===== config.mk =====
export PLATFORM = sky130hd
export DESIGN_NAME = alu_seq
export DESIGN_NICKNAME = d
export VERILOG_FILES = /design/src/rtl/alu_seq.sv
export SDC_FILE = /design/constraint.sdc
export NUM_CORES = 1
export LEC_CHECK = 0
export CORE_MARGIN = 1.5
export CORE_UTILIZATION = 51
export CTS_CLUSTER_SIZE = 25
export DETAILED_ROUTE_END_ITERATION = 16
export PLACE_DENSITY_LB_ADDON = 0.08
export RECOVER_POWER = 50
export SYNTH_ARGS = -nofsm -noshare
export SYNTH_HDL_FRONTEND = slang
export SYNTH_SLANG_ARGS = --single-unit

===== constraint.sdc =====
create_clock -name clk -period 1.7 [get_ports clk]
set_clock_uncertainty 0.05 [all_clocks]
set_input_delay 0.17 -clock clk [delete_from_list [all_inputs] [get_ports clk]]
set_output_delay 0.17 -clock clk [all_outputs]
set_load 0.02 [all_outputs]

===== src/rtl/alu_seq.sv =====
// Instruction sequencer for a 4-bit combinational ALU: reads operands from a
// 4x4 register file, drives the ALU, writes the result back and returns it.
module alu_seq (
  input  logic       clk,
  input  logic       rst,
  input  logic       in_valid,
  output logic       in_ready,
  input  logic [9:0] in_instr,
  output logic [3:0] alu_a,
  output logic [3:0] alu_b,
  output logic [2:0] alu_s,
  input  logic [3:0] alu_y,
  output logic       res_valid,
  input  logic       res_ready,
  output logic [3:0] res_data,
  output logic [1:0] res_rd,
  output logic [7:0] done_cnt
);

  typedef enum logic [1:0] {IDLE, EXEC, RESP} state_t;

  state_t     r_state;
  logic [3:0] r_rf [4];
  logic [1:0] r_rd;

  logic       w_kind;
  logic [2:0] w_op;
  logic [1:0] w_rd;
  logic [1:0] w_rs1;
  logic [1:0] w_rs2;
  logic [3:0] w_imm;

  assign w_kind = in_instr[9];
  assign w_op   = in_instr[8:6];
  assign w_rd   = in_instr[5:4];
  assign w_rs1  = in_instr[3:2];
  assign w_rs2  = in_instr[1:0];
  assign w_imm  = in_instr[3:0];

  assign in_ready  = (r_state == IDLE);
  assign res_valid = (r_state == RESP);

  always_ff @(posedge clk or posedge rst) begin
    if (rst) begin
      r_state  <= IDLE;
      r_rd     <= '0;
      alu_a    <= '0;
      alu_b    <= '0;
      alu_s    <= '0;
      res_data <= '0;
      res_rd   <= '0;
      done_cnt <= '0;
      // NOTE: the register file is architecturally cleared by reset, so it is
      // built from flops here rather than a RAM that cannot be reset.
      for (int i = 0; i < 4; i++) r_rf[i] <= '0;
    end else begin
      // NOTE: non-blocking assignments throughout, so operands read in IDLE
      // always see the register file as it was before this edge's write.
      case (r_state)
        IDLE: begin
          if (in_valid) begin
            if (!w_kind) begin
              alu_a   <= r_rf[w_rs1];
              alu_b   <= r_rf[w_rs2];
              alu_s   <= w_op;
              r_rd    <= w_rd;
              r_state <= EXEC;
            end else begin
              r_rf[w_rd] <= w_imm;
              res_data   <= w_imm;
              res_rd     <= w_rd;
              r_state    <= RESP;
            end
          end
        end
        EXEC: begin
          r_rf[r_rd] <= alu_y;
          res_data   <= alu_y;
          res_rd     <= r_rd;
          r_state    <= RESP;
        end
        RESP: begin
          if (res_ready) begin
            done_cnt <= done_cnt + 8'd1;
            r_state  <= IDLE;
          end
        end
        default: r_state <= IDLE;
      endcase
    end
  end

endmodule


==> out/qor.yml, run 1 <==
status: "finished clean"
hold_viol: 0
first_iter_violations: 108
grt_max_degree: 46
final_area_um2: 2860
crit_chain: "and4bb_2 > nand3b_1 > nand2_2 > a2bb2oi_1"
wl_mm: 4.92
synth-seq-area-share: 0.506
syn2layout_area_growth_pct: 28.5
cp.arrival_ps: 1750
period_needed_ps: 1580
io-pin-count: 45
clk_pin_slew_worst_paths_ps: 80
start_util: 0.544
fillers: 288
synth_top_family_by_area: "compound AO/OA/AOI/OAI gates"
vias: 1633
die_h_um: 69.0
cts_sinks: 45
critPathTopFamily: "simple AND/OR/NAND/NOR gates"
max_stage_delay_ps: 490
grtUsageTotal: 0.223
port_buffers: 44
worstSkewPairLatency_ps: 300
n_antenna_cell: 0
fin_nets: 247
cp-start-kind: "flip-flop"
synth_fa_ha_area_frac: 0.00562
syn_inst: 174
globalRouteOverflowTotal: 0
multi_input_area_um2: 1040
rsz0062_at_grt: "false"
place_area_um2: 2790
power.static_leakage_nw: 1.21
end_kind: "flip-flop"
ir_worst_vdd_uv: 751
final_common_cell: "dfrtp_1"
tns_ps: 0
worstMarginPinSlew_ps: 1090
synth_xor_area_frac: 0.0276
synth_compound_gate_area_share: 0.152
die-area_um2: 4770
via_per_inst: 5.85
ys_ff_latch: 45
hold_path.class: "in -> reg"
drt_first_pass_iters: 5
worst-path-buf-inv: 0
row_count: 23
grt_pass1_vias: 1725
gp_routability_congestion: 0.871
yosysUniqueCellTypes: 39
worst_path_max_delay_cell: "dfrtp_1"
ant_nets: 0
power_density_nw_per_um2: 1490
root_buffer: "clkbuf_8"
max_cap_violations: 0
netlist_area_um2: 2220
syn_avg_cell_area_um2: 12.8
antenna_found_initial: 0
drive_gt1_frac: 0.205
drc_errors: 0
worstPathRequired_ps: 1870
crit_fanout: 9
grt_pass1_wl_mm: 8.54
dp_hpwl_mm: 3.53
relSlewSlack: 0.273
seqCellArea_um2: 1130
setup_violations: 0
cts_tree: "yes"
cts_made_buffers: 5
worstSetupPathType: "reg -> reg"
coreArea_um2: 4090
wl_per_cell_um: 17.6
synth-simple-area-share: 0.128
yosysWarnings: 0
synthMuxAreaShare: 0.152
fmax_mhz: 635
layout_common_cells: "45 x dfrtp_1, 38 x clkdlybuf4s50_1, 14 x nand2_1"
htreeDepth: 2
finalMaxSlewViolations: 0
synth_nets: 193
fp.dieW_um: 69.0
period_share: 0.926
clockBufferDepth: 2
## layout make-up
class / instances / area share
sequential: 45 / 0.394
multi-input combinational: 116 / 0.364
timing repair buffer: 54 / 0.183
clock buffer: 6 / 0.0254
tap: 50 / 0.0219
inverter: 6 / 0.00788
clock inverter: 2 / 0.00350
## kinds of logic after synthesis
family                     count (synthesis)
xor gates and xnor gates                   7
DFF                                       45
adders and majority gates                  1
AOI/OAI and AO/OA                         42
and+or+nand+nor                           44
buffers and inverters                     13
muxes                                     22
## power breakdown
group	leakage (nW)	total [mW]	internal (mW)	switching (mW)
logic	0.613	1.73	0.983	0.744
registers	0.548	1.89	1.51	0.382
clock network	0.0450	0.641	0.285	0.355
total	1.21	4.26	2.78	1.48
## synthesized netlist by cell type
| cell | count | area [µm²] |
|---|---|---|
| dfrtp_1 | 45 | 1130 |
| nand2_1 | 14 | 52.6 |
| o21ai_1 | 9 | 45.0 |
| a22oi_1 | 8 | 60.1 |
| mux4_2 | 8 | 180 |
| o2bb2ai_1 | 8 | 70.1 |
| mux2_1 | 7 | 78.8 |
| mux2_2 | 7 | 78.8 |
| nor2_1 | 7 | 26.3 |
| inv_1 | 6 | 22.5 |
| a2bb2oi_1 | 5 | 43.8 |
| a222oi_1 | 4 | 40.0 |
| xnor2_1 | 4 | 35.0 |
| a2bb2oi_2 | 3 | 45.0 |
| and3_1 | 3 | 18.8 |
| buf_2 | 3 | 15.0 |
| xor2_1 | 3 | 26.3 |
| clkbuf_1 | 2 | 7.51 |
| nand2b_1 | 2 | 12.5 |
| nand3b_1 | 2 | 15.0 |
| nand3b_2 | 2 | 22.5 |
| nor3_2 | 2 | 20.0 |
| nor3b_2 | 2 | 25.0 |
| o21ai_2 | 2 | 17.5 |
| o22ai_1 | 2 | 12.5 |
| a21oi_1 | 1 | 5.00 |
| and3_4 | 1 | 11.3 |
| and3b_1 | 1 | 8.76 |
| and4bb_2 | 1 | 12.5 |
| buf_4 | 1 | 7.51 |
| buf_6 | 1 | 11.3 |
| ha_1 | 1 | 12.5 |
| nand2_2 | 1 | 6.26 |
| nand3_1 | 1 | 5.00 |
| nand4_1 | 1 | 6.26 |
| nor2b_1 | 1 | 6.26 |
| nor3_1 | 1 | 5.00 |
| nor4b_4 | 1 | 23.8 |
| or2_1 | 1 | 6.26 |
## worst register-to-register path: stages (launching register included)
cell and delay (ps):
dfrtp_1 490, and4bb_2 390, nand3b_1 200, nand2_2 200, a2bb2oi_1 190
## per-layer routing
| layer | vias up | track usage | wire [µm] |
|---|---|---|---|
| met5 | - | 0 | 0 |
| met4 | 0 | 0.0784 | 73 |
| met3 | 8 | 0.0439 | 176 |
| met2 | 46 | 0.344 | 2350 |
| met1 | 812 | 0.316 | 2320 |
| li1 | 767 | - | - |
## stage by stage
stage / hold WS, ps / setup WS, ps / power, mW / cells / util
after floorplan: 212 / 173 / 2.87 / 174 / -
after global placement: 412 / -162 / 3.59 / 271 / 0.682
after detailed placement: 414 / -182 / 3.67 / 271 / 0.682
after CTS: 179 / 105 / 4.30 / 279 / 0.701
after global routing: 423 / 30.7 / 4.50 / 279 / 0.699
final: 394 / 125 / 4.26 / 279 / 0.699
## final timing paths
kind	from	to	slack, ps	depth (start not counted)
worst max-delay path	r_state[1]	r_rf[11]	130	4
worst min-delay path	res_ready	r_state[1]	390	2
max in group asynchronous	rst	alu_a[2]	310	3
worst min register to register	done_cnt[7]	done_cnt[7]	420	1
worst max register to register	r_state[1]	r_rf[11]	130	4
min in group asynchronous	rst	alu_s[1]	610	3
## repair_timing
item / CTS / global route
hold endpoints to repair: 0 / 0
setup endpoints to repair: 2 / 1
hold buffers: 0 / 0
pin swaps: 0 / 0
gates resized for setup: 2 / 1
buffers inserted: 0 / 0
## flip-flops by register name, indices dropped and copies added (netlist names)
name / count
alu_b: 4
res_data: 4
r_rf: 16
res_rd: 2
r_rd: 2
r_state: 2
alu_a: 4
alu_s: 3
done_cnt: 8
No activity file was read; power rests on OpenSTA's default activity.
==> inputs of run 2 (changes only) <==
CELL_PAD_IN_SITES_DETAIL_PLACEMENT = 0   (was unset)
CELL_PAD_IN_SITES_GLOBAL_PLACEMENT = 2   (was unset)
CORE_UTILIZATION = 31   (was 51)
clock period = 1.3 ns   (was 1.7 ns; I/O delays follow)
==> out/qor.yml, run 2 (synthesis gave the netlist of run 1 again) <==
status: "complete, but fails checks"
violations: "setup timing"
hold_path.class: "in -> async"
fp.dieW_um: 87.7
holdBufCountCts: 0
rsz0062_at_grt: "true"
dp_cells: 338
period_share: 1.16
rr_endpoint: "r_rf[13]"
coreArea_um2: 6870
grtUsageTotal: 0.171
switching_share: 0.355
worstSkewPairLatency_ps: 290
power.static_leakage_nw: 1.49
cts_sinks: 45
clk_pin_slew_worst_paths_ps: 90
ff2ff_path_depth: 7
row_count: 30
wl_mm: 6.03
fmax_mhz: 664
start_util: 0.324
die_h_um: 87.7
n_antenna_cell: 0
port_buffers: 44
worstSetupPathType: "reg -> reg"
p_int_mw: 3.86
finalMaxSlewViolations: 0
fin_ws_ps: -207
fin_nets: 275
fin_cells: 353
period_needed_ps: 1510
top_regs: "r_rf: 16 flops, done_cnt: 8 flops"
rr_startpoint: "r_state[1]"
vias: 1769
cp-start-kind: "flip-flop"
rrSetupSlack_ps: -210
ant_nets: 0
cp.arrival_ps: 1690
drc_errors: 0
wl_per_cell_um: 17.1
worstPathRequired_ps: 1480
power_switching_mw: 2.13
worstMarginPinSlew_ps: 799
end_kind: "flip-flop"
gp_routability_congestion: 0.835
cts_tree: "yes"
dp_hpwl_mm: 4.38
htreeDepth: 2
grt_max_degree: 35
first_iter_violations: 58
drt_first_pass_iters: 4
relSlewSlack: 0.467
ir_worst_vdd_uv: 689
grt_pass1_wl_mm: 9.90
hold_viol: 0
syn2layout_area_growth_pct: 48.4
die-area_um2: 7690
regMostFlops: "r_rf"
root_buffer: "clkbuf_8"
antenna_found_initial: 0
clockBufferDepth: 2
cts_made_buffers: 5
fin_hold_ws_ps: 376
via_per_inst: 5.01
globalRouteOverflowTotal: 0
power_density_nw_per_um2: 1810
drive_gt1_frac: 0.409
max_cap_violations: 0
setup_violations: 41
p_clk_frac: 0.143
seqPwrFrac: 0.420
final_common_cell: "dfrtp_1"
largest_reg_flops: 16
io-pin-count: 45
fin_util: 0.481
pwr-share-comb: 0.437
grt_pass1_vias: 1902
crit_fanout: 10
layout_common_cells: "43 x dfrtp_1, 33 x buf_4, 24 x dlygate4sd2_1"
[run 2: cell count changes in the layout (fill, tap and decap cells not counted), moves of 4 or more]
cell and change:
buf_4 +26, clkdlybuf4s50_1 -24, dlygate4sd2_1 +22, mux2_4 +14
mux2_1 -7, mux2_2 -7, a2bb2oi_1 -5, a2bb2oi_2 +5
nand2_1 -4
[run 2: final cells by class]
class,count,area (µm²)
Fill cell,642,3570
Clock inverter,2,10.0
Inverter,6,22.5
Clock buffer,6,72.6
Multi-Input combinational cell,116,1230
Sequential cell,45,1130
Timing Repair Buffer,82,721
Tap cell,96,120
[run 2: how the worst max path moves through the flow]
stage	slack, ps	depth (start not counted)	start	endpoint
global placement	-490	3	in_instr[2]	alu_a[1]
global route	-270	6	r_state[1]	r_rf[14]
floorplan	-200	3	r_state[1]	alu_a[0]
CTS	-200	3	r_state[1]	alu_s[1]
finish	-210	7	r_state[1]	r_rf[13]
detailed placement	-510	3	in_instr[2]	alu_a[1]
[run 2: through the flow]
stage	setup slack (ps)	power [mW]	instance area [µm²]	TNS (ps)
CTS	-205	5.88	3210	-6170
global route	-272	6.38	3300	-8960
detailed placement	-514	5.13	3070	-13530
floorplan	-203	3.87	2290	-2770
finish	-207	5.99	3300	-5990
global placement	-494	5.05	3070	-12690
[run 2: timing repair]
item	CTS	global route
buffers inserted	4	3
pin swaps	7	4
resized for setup	47	25
setup endpoints to repair	65	45
[run 2: metal layers]
layer / up-vias / wire [µm] / global-route usage
li1: 824 / - / -
met1: 890 / 2770 / 0.232
met2: 49 / 2960 / 0.281
met3: 6 / 238 / 0.0320
met4: 0 / 61 / 0.0462
met5: - / 0 / 0
[run 2: critical path, cell delays in order, from the launching register on]
cell and delay (ps):
dfrtp_2 460, buf_6 130, nor2b_4 40, buf_12 140, nor3_4 290, buf_4 170
a22oi_2 60, o2bb2ai_2 120
[run 2: power groups by stage]
stage          clock [mW]  sequential (mW)  combinational, mW
3_3_place_gp            0             2.49               2.56
5_1_grt             0.959             2.60               2.81
6_report            0.857             2.51               2.62
2_1_floorplan           0             2.75               1.12
3_5_place_dp            0             2.53               2.60
4_1_cts             0.894             2.51               2.48
==> inputs of run 3 (changes only) <==
CORE_MARGIN = 3   (was 1.5)
CORE_UTILIZATION = 34   (was 31)
clock period = 1.4 ns   (was 1.3 ns; I/O delays follow)
==> out/qor.yml, run 3 (synthesis gave the netlist of run 1 again) <==
finalPower_mw: 5.60
largest_reg_flops: 16
crit_fanout: 6
worstSetupPathType: "reg -> reg"
row_count: 28
rr_startpoint: "r_state[1]"
finalMaxSlewViolations: 0
crit_path_start: "r_state[1]"
final_common_cell: "dfrtp_1"
fmax_mhz: 650
fp.dieW_um: 86.9
seqPwrFrac: 0.418
period_share: 1.10
relSlewSlack: 0.331
drive_gt1_frac: 0.403
place_ws_ps: -376
n_antenna_cell: 0
fin_ws_ps: -139
coreArea_um2: 6130
start_util: 0.363
layout_common_cells: "43 x dfrtp_1, 25 x dlygate4sd2_1, 21 x buf_4"
setup_violations: 32
worstPathRequired_ps: 1550
top_regs: "r_rf: 16 flops, done_cnt: 8 flops"
cts_tree: "yes"
cp-start-kind: "flip-flop"
htreeDepth: 2
power.static_leakage_nw: 1.43
io-pin-count: 45
clk_pin_slew_worst_paths_ps: 100
ant_nets: 0
die_h_um: 86.9
cp.arrival_ps: 1680
holdBufCountCts: 0
dp_hpwl_mm: 4.08
hold_viol: 0
root_buffer: "clkbuf_8"
min_from: "in_instr[7]"
rsz0062_at_grt: "true"
p_clk_frac: 0.181
fin_cells: 323
power_switching_mw: 1.96
vias: 1703
status: "complete, but fails checks"
globalRouteOverflowTotal: 0
port_buffers: 44
worstSkewPairLatency_ps: 310
drt_first_pass_iters: 4
wl_per_cell_um: 18.5
pwr-share-comb: 0.400
syn2layout_area_growth_pct: 45.3
dp_cells: 307
p_int_mw: 3.64
antenna_found_initial: 0
worstMarginPinSlew_ps: 1000
drc_errors: 0
clockBufferDepth: 2
ir_worst_vdd_uv: 967
cts_made_buffers: 5
grt_pass1_wl_mm: 9.56
regMostFlops: "r_rf"
grt_pass1_vias: 1875
hold_path.class: "in -> reg"
end_kind: "flip-flop"
cts_sinks: 45
period_needed_ps: 1540
gp_routability_congestion: 0.883
switching_share: 0.350
grt_max_degree: 46
via_per_inst: 5.27
power_density_nw_per_um2: 1730
wl_mm: 5.98
violations: "setup timing"
first_iter_violations: 111
max_cap_violations: 0
die-area_um2: 7550
grtUsageTotal: 0.164
fin_nets: 266
-- run 3: final timing paths --
kind / to / slack [ps] / depth (start not counted)
max in group asynchronous: r_state[0] / 200 / 3
hold / removal: alu_s[1] / 390 / 2
hold reg to reg: done_cnt[7] / 440 / 1
setup reg to reg: r_rf[7] / -140 / 5
setup / recovery: r_rf[7] / -140 / 5
min in group asynchronous: done_cnt[7] / 400 / 3
-- run 3: metrics by stage --
step	area [µm²]	hold WS (ps)	utilization	TNS [ps]
after floorplan	2260	178	-	-928
after global placement	2940	412	0.479	-8580
after detailed placement	2940	431	0.479	-9640
after CTS	3160	142	0.515	-2380
after global routing	3230	390	0.527	-5030
final	3230	390	0.527	-2650
-- run 3: worst max-delay path, stage by stage, from the launching register on --
cell and delay, ps:
dfrtp_2 490, and4bb_2 380, nand3b_1 180, buf_4 200
o21ai_2 60, a2bb2oi_2 70
-- run 3: area by class of cell --
class | instances | area [µm²]
Fill cell | 532 | 2900
Multi-Input combinational cell | 116 | 1210
Sequential cell | 45 | 1130
Timing Repair Buffer | 73 | 663
Tap cell | 75 | 93.8
Clock buffer | 5 | 68.8
Clock inverter | 3 | 46.3
Inverter | 6 | 22.5
-- run 3: metal layers --
metal,track usage,vias to the layer above,part of all wire
li1,-,805,-
met4,0.0567,0,0.0095
met5,0,-,0
met3,0.0369,10,0.048
met2,0.261,53,0.49
met1,0.221,835,0.45
-- run 3: what timing repair did --
action                     4_1_cts  5_1_grt
cloned                           1        1
setup endpoints to repair       62       43
gates resized for setup         65       10
pin swaps                        8        9
setup buffers                    4        2
-- run 3: power by group through the flow --
stage	Combinational, mW	Clock, mW	Sequential (mW)
detailed placement	2.28	0	2.36
floorplan	1.02	0	2.55
global route	2.40	1.08	2.42
global placement	2.24	0	2.33
CTS	2.20	1.04	2.34
finish	2.24	1.02	2.34
